**src/rtl/reg_bank_pkg.sv**
```systemverilog
// Shared definitions for the register-bank sequencer: sequencer state
// encoding and the default widths used by the top and its decoder.
package reg_bank_pkg;

  typedef enum logic [2:0] {
    IDLE = 3'd0,
    WR   = 3'd1,
    RSEL = 3'd2,
    RCAP = 3'd3,
    FIN  = 3'd4
  } seq_state_t;

  localparam int DEF_NR_OF_BITS = 8;
  localparam int DEF_NR_OF_REGS = 4;
  localparam int DEF_ADDR_BITS  = 4;

endpackage

```
**src/rtl/reg_sel_decoder.sv**
```systemverilog
// Register-select decoder: turns a register index into a one-hot lane
// vector, all zero while the enable is low.
module reg_sel_decoder
  import reg_bank_pkg::*;
#(
  parameter int NrOfRegs = DEF_NR_OF_REGS,
  parameter int AddrBits = DEF_ADDR_BITS
) (
  input  logic                en,
  input  logic [AddrBits-1:0] addr,
  output logic [NrOfRegs-1:0] onehot
);

  // One-hot decode of addr, gated by en.
  always_comb begin
    onehot = '0;
    for (int i = 0; i < NrOfRegs; i++) begin
      onehot[i] = en && (addr == AddrBits'(i));
    end
  end

endmodule

```
**src/rtl/reg_bank_sequencer.sv**
```systemverilog
// Host-side sequencer for a bank of Tick-qualified registers sharing one
// write bus (bus_d) and one tri-state read bus (bus_q). A host transaction
// is latched on acceptance; writes hold the target ClockEnable until the
// bank's Tick strobe lands, reads select the register for one settle cycle
// and capture the bus on the next. Out-of-range indices finish at once
// with an error pulse and never touch the bank.
module reg_bank_sequencer
  import reg_bank_pkg::*;
#(
  parameter int NrOfBits = DEF_NR_OF_BITS,
  parameter int NrOfRegs = DEF_NR_OF_REGS,
  parameter int AddrBits = DEF_ADDR_BITS
) (
  input  logic                Clock,
  input  logic                Reset,
  input  logic                Tick,
  input  logic                req,
  input  logic                we,
  input  logic [AddrBits-1:0] addr,
  input  logic [NrOfBits-1:0] wdata,
  output logic                busy,
  output logic                done,
  output logic                err,
  output logic [NrOfBits-1:0] rdata,
  output logic [NrOfBits-1:0] bus_d,
  output logic [NrOfRegs-1:0] reg_ce,
  output logic [NrOfRegs-1:0] reg_cs,
  input  logic [NrOfBits-1:0] bus_q
);

  seq_state_t          state;
  logic [AddrBits-1:0] lat_addr;
  logic                ce_en;
  logic                cs_en;
  logic [NrOfRegs-1:0] cs_hot;
  logic                addr_oor;

  // An index past the last implemented register is rejected at acceptance.
  assign addr_oor = (int'(addr) >= NrOfRegs);

  // Sequencer FSM; every output it owns is registered so the bank lanes
  // change only on clock edges (or immediately on Reset).
  always_ff @(posedge Clock or posedge Reset) begin
    if (Reset) begin
      state    <= IDLE;
      busy     <= 1'b0;
      done     <= 1'b0;
      err      <= 1'b0;
      rdata    <= '0;
      bus_d    <= '0;
      lat_addr <= '0;
      ce_en    <= 1'b0;
      cs_en    <= 1'b0;
    end else begin
      done <= 1'b0;
      err  <= 1'b0;
      case (state)
        IDLE: begin
          if (req) begin
            lat_addr <= addr;
            bus_d    <= wdata;
            if (addr_oor) begin
              state <= FIN;
              done  <= 1'b1;
              err   <= 1'b1;
            end else if (we) begin
              state <= WR;
              busy  <= 1'b1;
              ce_en <= 1'b1;
            end else begin
              state <= RSEL;
              busy  <= 1'b1;
              cs_en <= 1'b1;
            end
          end
        end
        WR: begin
          // The bank only loads when Tick is high, so the enable is held
          // until a Tick cycle has been seen.
          if (Tick) begin
            state <= FIN;
            busy  <= 1'b0;
            ce_en <= 1'b0;
            done  <= 1'b1;
          end
        end
        RSEL: begin
          // Bus-settle cycle: the selected register is driving bus_q.
          state <= RCAP;
        end
        RCAP: begin
          rdata <= bus_q;
          state <= FIN;
          busy  <= 1'b0;
          cs_en <= 1'b0;
          done  <= 1'b1;
        end
        FIN: begin
          state <= IDLE;
        end
        default: begin
          state <= IDLE;
          busy  <= 1'b0;
          ce_en <= 1'b0;
          cs_en <= 1'b0;
        end
      endcase
    end
  end

  reg_sel_decoder #(
    .NrOfRegs(NrOfRegs),
    .AddrBits(AddrBits)
  ) u_ce_dec (
    .en    (ce_en),
    .addr  (lat_addr),
    .onehot(reg_ce)
  );

  reg_sel_decoder #(
    .NrOfRegs(NrOfRegs),
    .AddrBits(AddrBits)
  ) u_cs_dec (
    .en    (cs_en),
    .addr  (lat_addr),
    .onehot(cs_hot)
  );

  // Output-disable is active-low per lane: only the selected register drives.
  assign reg_cs = ~cs_hot;

endmodule

```
**config.mk**
```make
export PLATFORM = sky130hd
export DESIGN_NAME = reg_bank_sequencer
export DESIGN_NICKNAME = d
export VERILOG_FILES = /design/src/rtl/reg_bank_pkg.sv /design/src/rtl/reg_sel_decoder.sv /design/src/rtl/reg_bank_sequencer.sv
export SDC_FILE = /design/constraint.sdc
export NUM_CORES = 1
export LEC_CHECK = 0
export ABC_AREA = 1
export CAP_MARGIN = 20
export CORE_ASPECT_RATIO = 0.75
export CORE_UTILIZATION = 46
export DETAILED_ROUTE_END_ITERATION = 6
export GPL_ROUTABILITY_DRIVEN = 0
export PLACE_DENSITY = 0.88
export SLEW_MARGIN = 15
export SYNTH_ARGS = -nofsm -noshare
export SYNTH_HDL_FRONTEND = slang
export SYNTH_SLANG_ARGS = --single-unit
```
**constraint.sdc**
```tcl
create_clock -name Clock -period 2.8 [get_ports Clock]
set_input_delay 0.42 -clock Clock [delete_from_list [all_inputs] [get_ports Clock]]
set_output_delay 0.42 -clock Clock [all_outputs]
set_load 0.005 [all_outputs]
```
==> flow_summary.ini <==
[run_status]
status = completed

[finish]
instances_no_fill = 230
fin_util = 0.716
fin_nets = 220
drive_above_1_share = 0.113
n_antenna_cell = 0
syn_to_final_growth_pct = 45.0
finish.instance_area_um2 = 1910

[logic_synthesis]
synth_xor_area_frac = 0
synth_compound_area_frac = 0.0657
syn_avg_cell_area_um2 = 9.33
ys_warn_count = 0
synth_adder_area_share = 0
synth_cell_types = 22
synth.mux.area_fraction = 0.0685
yosysTopAreaCellShare = 0.533
yosysSeqAreaShare = 0.533
syn_inst = 141
synth-simple-area-share = 0.277
synth_area_um2 = 1320
synth_area_leader_cell = dfrtp_1
yosys-top-cells-area = dfrtp_1 (53%), nand2_1 (8.8%), nand3_1 (8.8%)
synth_fp_nets = 166
synth_top_family_by_area = simple AND/OR/NAND/NOR gates
synth-seq-cells = 28

[routing]
dr.pass1.iters = 4
first_iter_violations = 43
vias = 1191
route.met2.wl_um = 1540
routed_wl_um = 3140
wl_met1_um = 1340
top_layer = met4
vias_per_cell = 5.18
wl_met3_um = 191
drc = 0
wl_per_cell_um = 13.7
antenna_left = 0

[floorplanning]
die_area_um2 = 3080
die_w_um = 63.7
row_count = 16
start_util = 0.494
io_pins = 52
core_um2 = 2660
die_y_um = 48.3

[clock_tree]
cts.clk_slew.worst_paths_ns = 0.10
cts_resized = 0
cts_num_sinks = 28
insertion_delay_ns = 0.28
numCtsBuffers = 3
cts_tree = yes
cts.path.max_buffers = 2
htree_num_levels = 1
holdBufCountCts = 0
cts_root_buf = clkbuf_8
postCtsSetupBuffers = 0

[timing]
finalHoldViolCount = 0
timing.final.crit_share = 0.779
rsz0062_at_grt = false
tns_ns = 0
worstMarginPinSlew_ns = 0.410
setup_violations = 0
finClkSkew_ns = 0.00821
max_freq_ghz = 0.458
period_minus_slack_ns = 2.18
max_slew_margin = 0.726
drv_slew = 0
hold_ws_ns = 0.485

[critical_path]
end_kind = primary output
cp.arrival_ns = 1.76
ff2ff_path_depth = 5
worstReg2RegEnd = cs_en$_DFFE_PP0P_
worstPathRequired_ns = 2.38
worst-path-max-fanout = 8
cp-start-kind = flip-flop
r2r_start = state[0]$_DFFE_PP0P_
critPathKind = flip-flop to primary output
regToRegSetupSlack_ns = 1.41

[place]
placed_cell_area_um2 = 1850
port-buffer-count = 51
hpwl_um = 2300
dpl.cell_count = 226

[pwr]
pwr-share-comb = 0.513
p_leak_nw = 0.872
powerDensity_nw_per_um2 = 1070
power_switching_mw = 0.791
vdd_drop_max_uv = 611
seqPwrFrac = 0.363
p_int_mw = 1.25
clock_power_share = 0.124
swShare = 0.388

[hold_path]
min_path_type = primary input to asynchronous set/reset pin

[job]
maxCapViolCount = 0

[global_routing]
grt_pass1_wl_um = 5230
grt_util_all_layers = 0.222
grt_pass1_vias = 1171
grt_max_degree = 29
antenna_found_initial = 0
grt-ovfl-total = 0
## cells by family after synthesis
family                 after synthesis
AND/OR/NAND/NOR                     78
flip-flops                          28
buffers and inverters               15
AO/OA/AOI/OAI                       12
multiplexers                         8
## state kept, by name, summed over array words and instances (netlist names)
signal    flops
rdata         8
busy          1
bus_d         8
err           1
ce_en         1
cs_en         1
state         3
done          1
lat_addr      4
## how the worst max path moves through the flow
stage                                 start                 to  slack [ns]  depth (start not counted)
finish              lat_addr[2]$_DFFE_PP0P_          reg_ce[2]        0.62                          4
global route        lat_addr[2]$_DFFE_PP0P_          reg_ce[0]        0.47                          4
CTS                 lat_addr[2]$_DFFE_PP0P_          reg_ce[0]        0.60                          4
detailed placement                      req  cs_en$_DFFE_PP0P_        0.84                          6
global placement                        req  cs_en$_DFFE_PP0P_        0.98                          6
floorplan           lat_addr[2]$_DFFE_PP0P_          reg_ce[0]        1.50                          3
## layout by cell type (no fill, tap or decap), drive strengths merged
cell	instances
mux2	8
clkbuf	4
nand3b	1
buf	1
nand2	33
a211oi	2
o21a	1
nor2	16
o21ai	6
nand4	4
clkdlybuf4s50	51
inv	12
nand3	24
dfrtp	28
a21oi	3
## Yosys cell counts
cell and number:
dfrtp_1 28, nor2_4 1, buf_4 2, mux2_2 8, a21oi_1 1, inv_2 1
nor2_1 15, o21a_1 1, nand2_1 31, a211oi_1 2, buf_6 1, o21ai_1 1
a21oi_2 2, nand2_4 2, nand3_1 23, inv_4 1, o21ai_4 1, o21ai_0 4
inv_1 10, nand3_2 1, nand4_1 4, nand3b_1 1
## worst max-delay path, cell delays in order (launching register included)
cell and delay (ns):
dfrtp_1 0.39, nor2_1 0.35, nand3_1 0.12, nor2_1 0.11
clkdlybuf4s50_1 0.50
## power groups by stage
stage / logic [mW] / registers, mW / clock network (mW)
after floorplan: 0.591 / 0.735 / 0
after global placement: 0.993 / 0.732 / 0
after detailed placement: 1.03 / 0.745 / 0
after CTS: 1.05 / 0.741 / 0.253
after global routing: 1.15 / 0.767 / 0.276
final: 1.05 / 0.741 / 0.252
## metrics by stage
stage                     power, mW  setup WS, ns
after floorplan                1.33          1.50
after global placement         1.73         0.985
after detailed placement       1.77         0.839
after CTS                      2.04         0.600
after global routing           2.19         0.471
final                          2.04         0.619
## metal layers
layer,vias up,global-route usage
li1,575,-
met1,550,0.269
met2,53,0.374
met3,13,0.0684
met4,0,0.0720
met5,-,0
## cell type report
cell class                 instances  area (µm²)
inverter                          12        47.5
timing repair buffer              52         518
clock buffer                       4        55.1
multi-input combinational         98         541
tap                               36        45.0
sequential                        28         701
fill                             193         756
No activity file was read; power rests on OpenSTA's default activity.
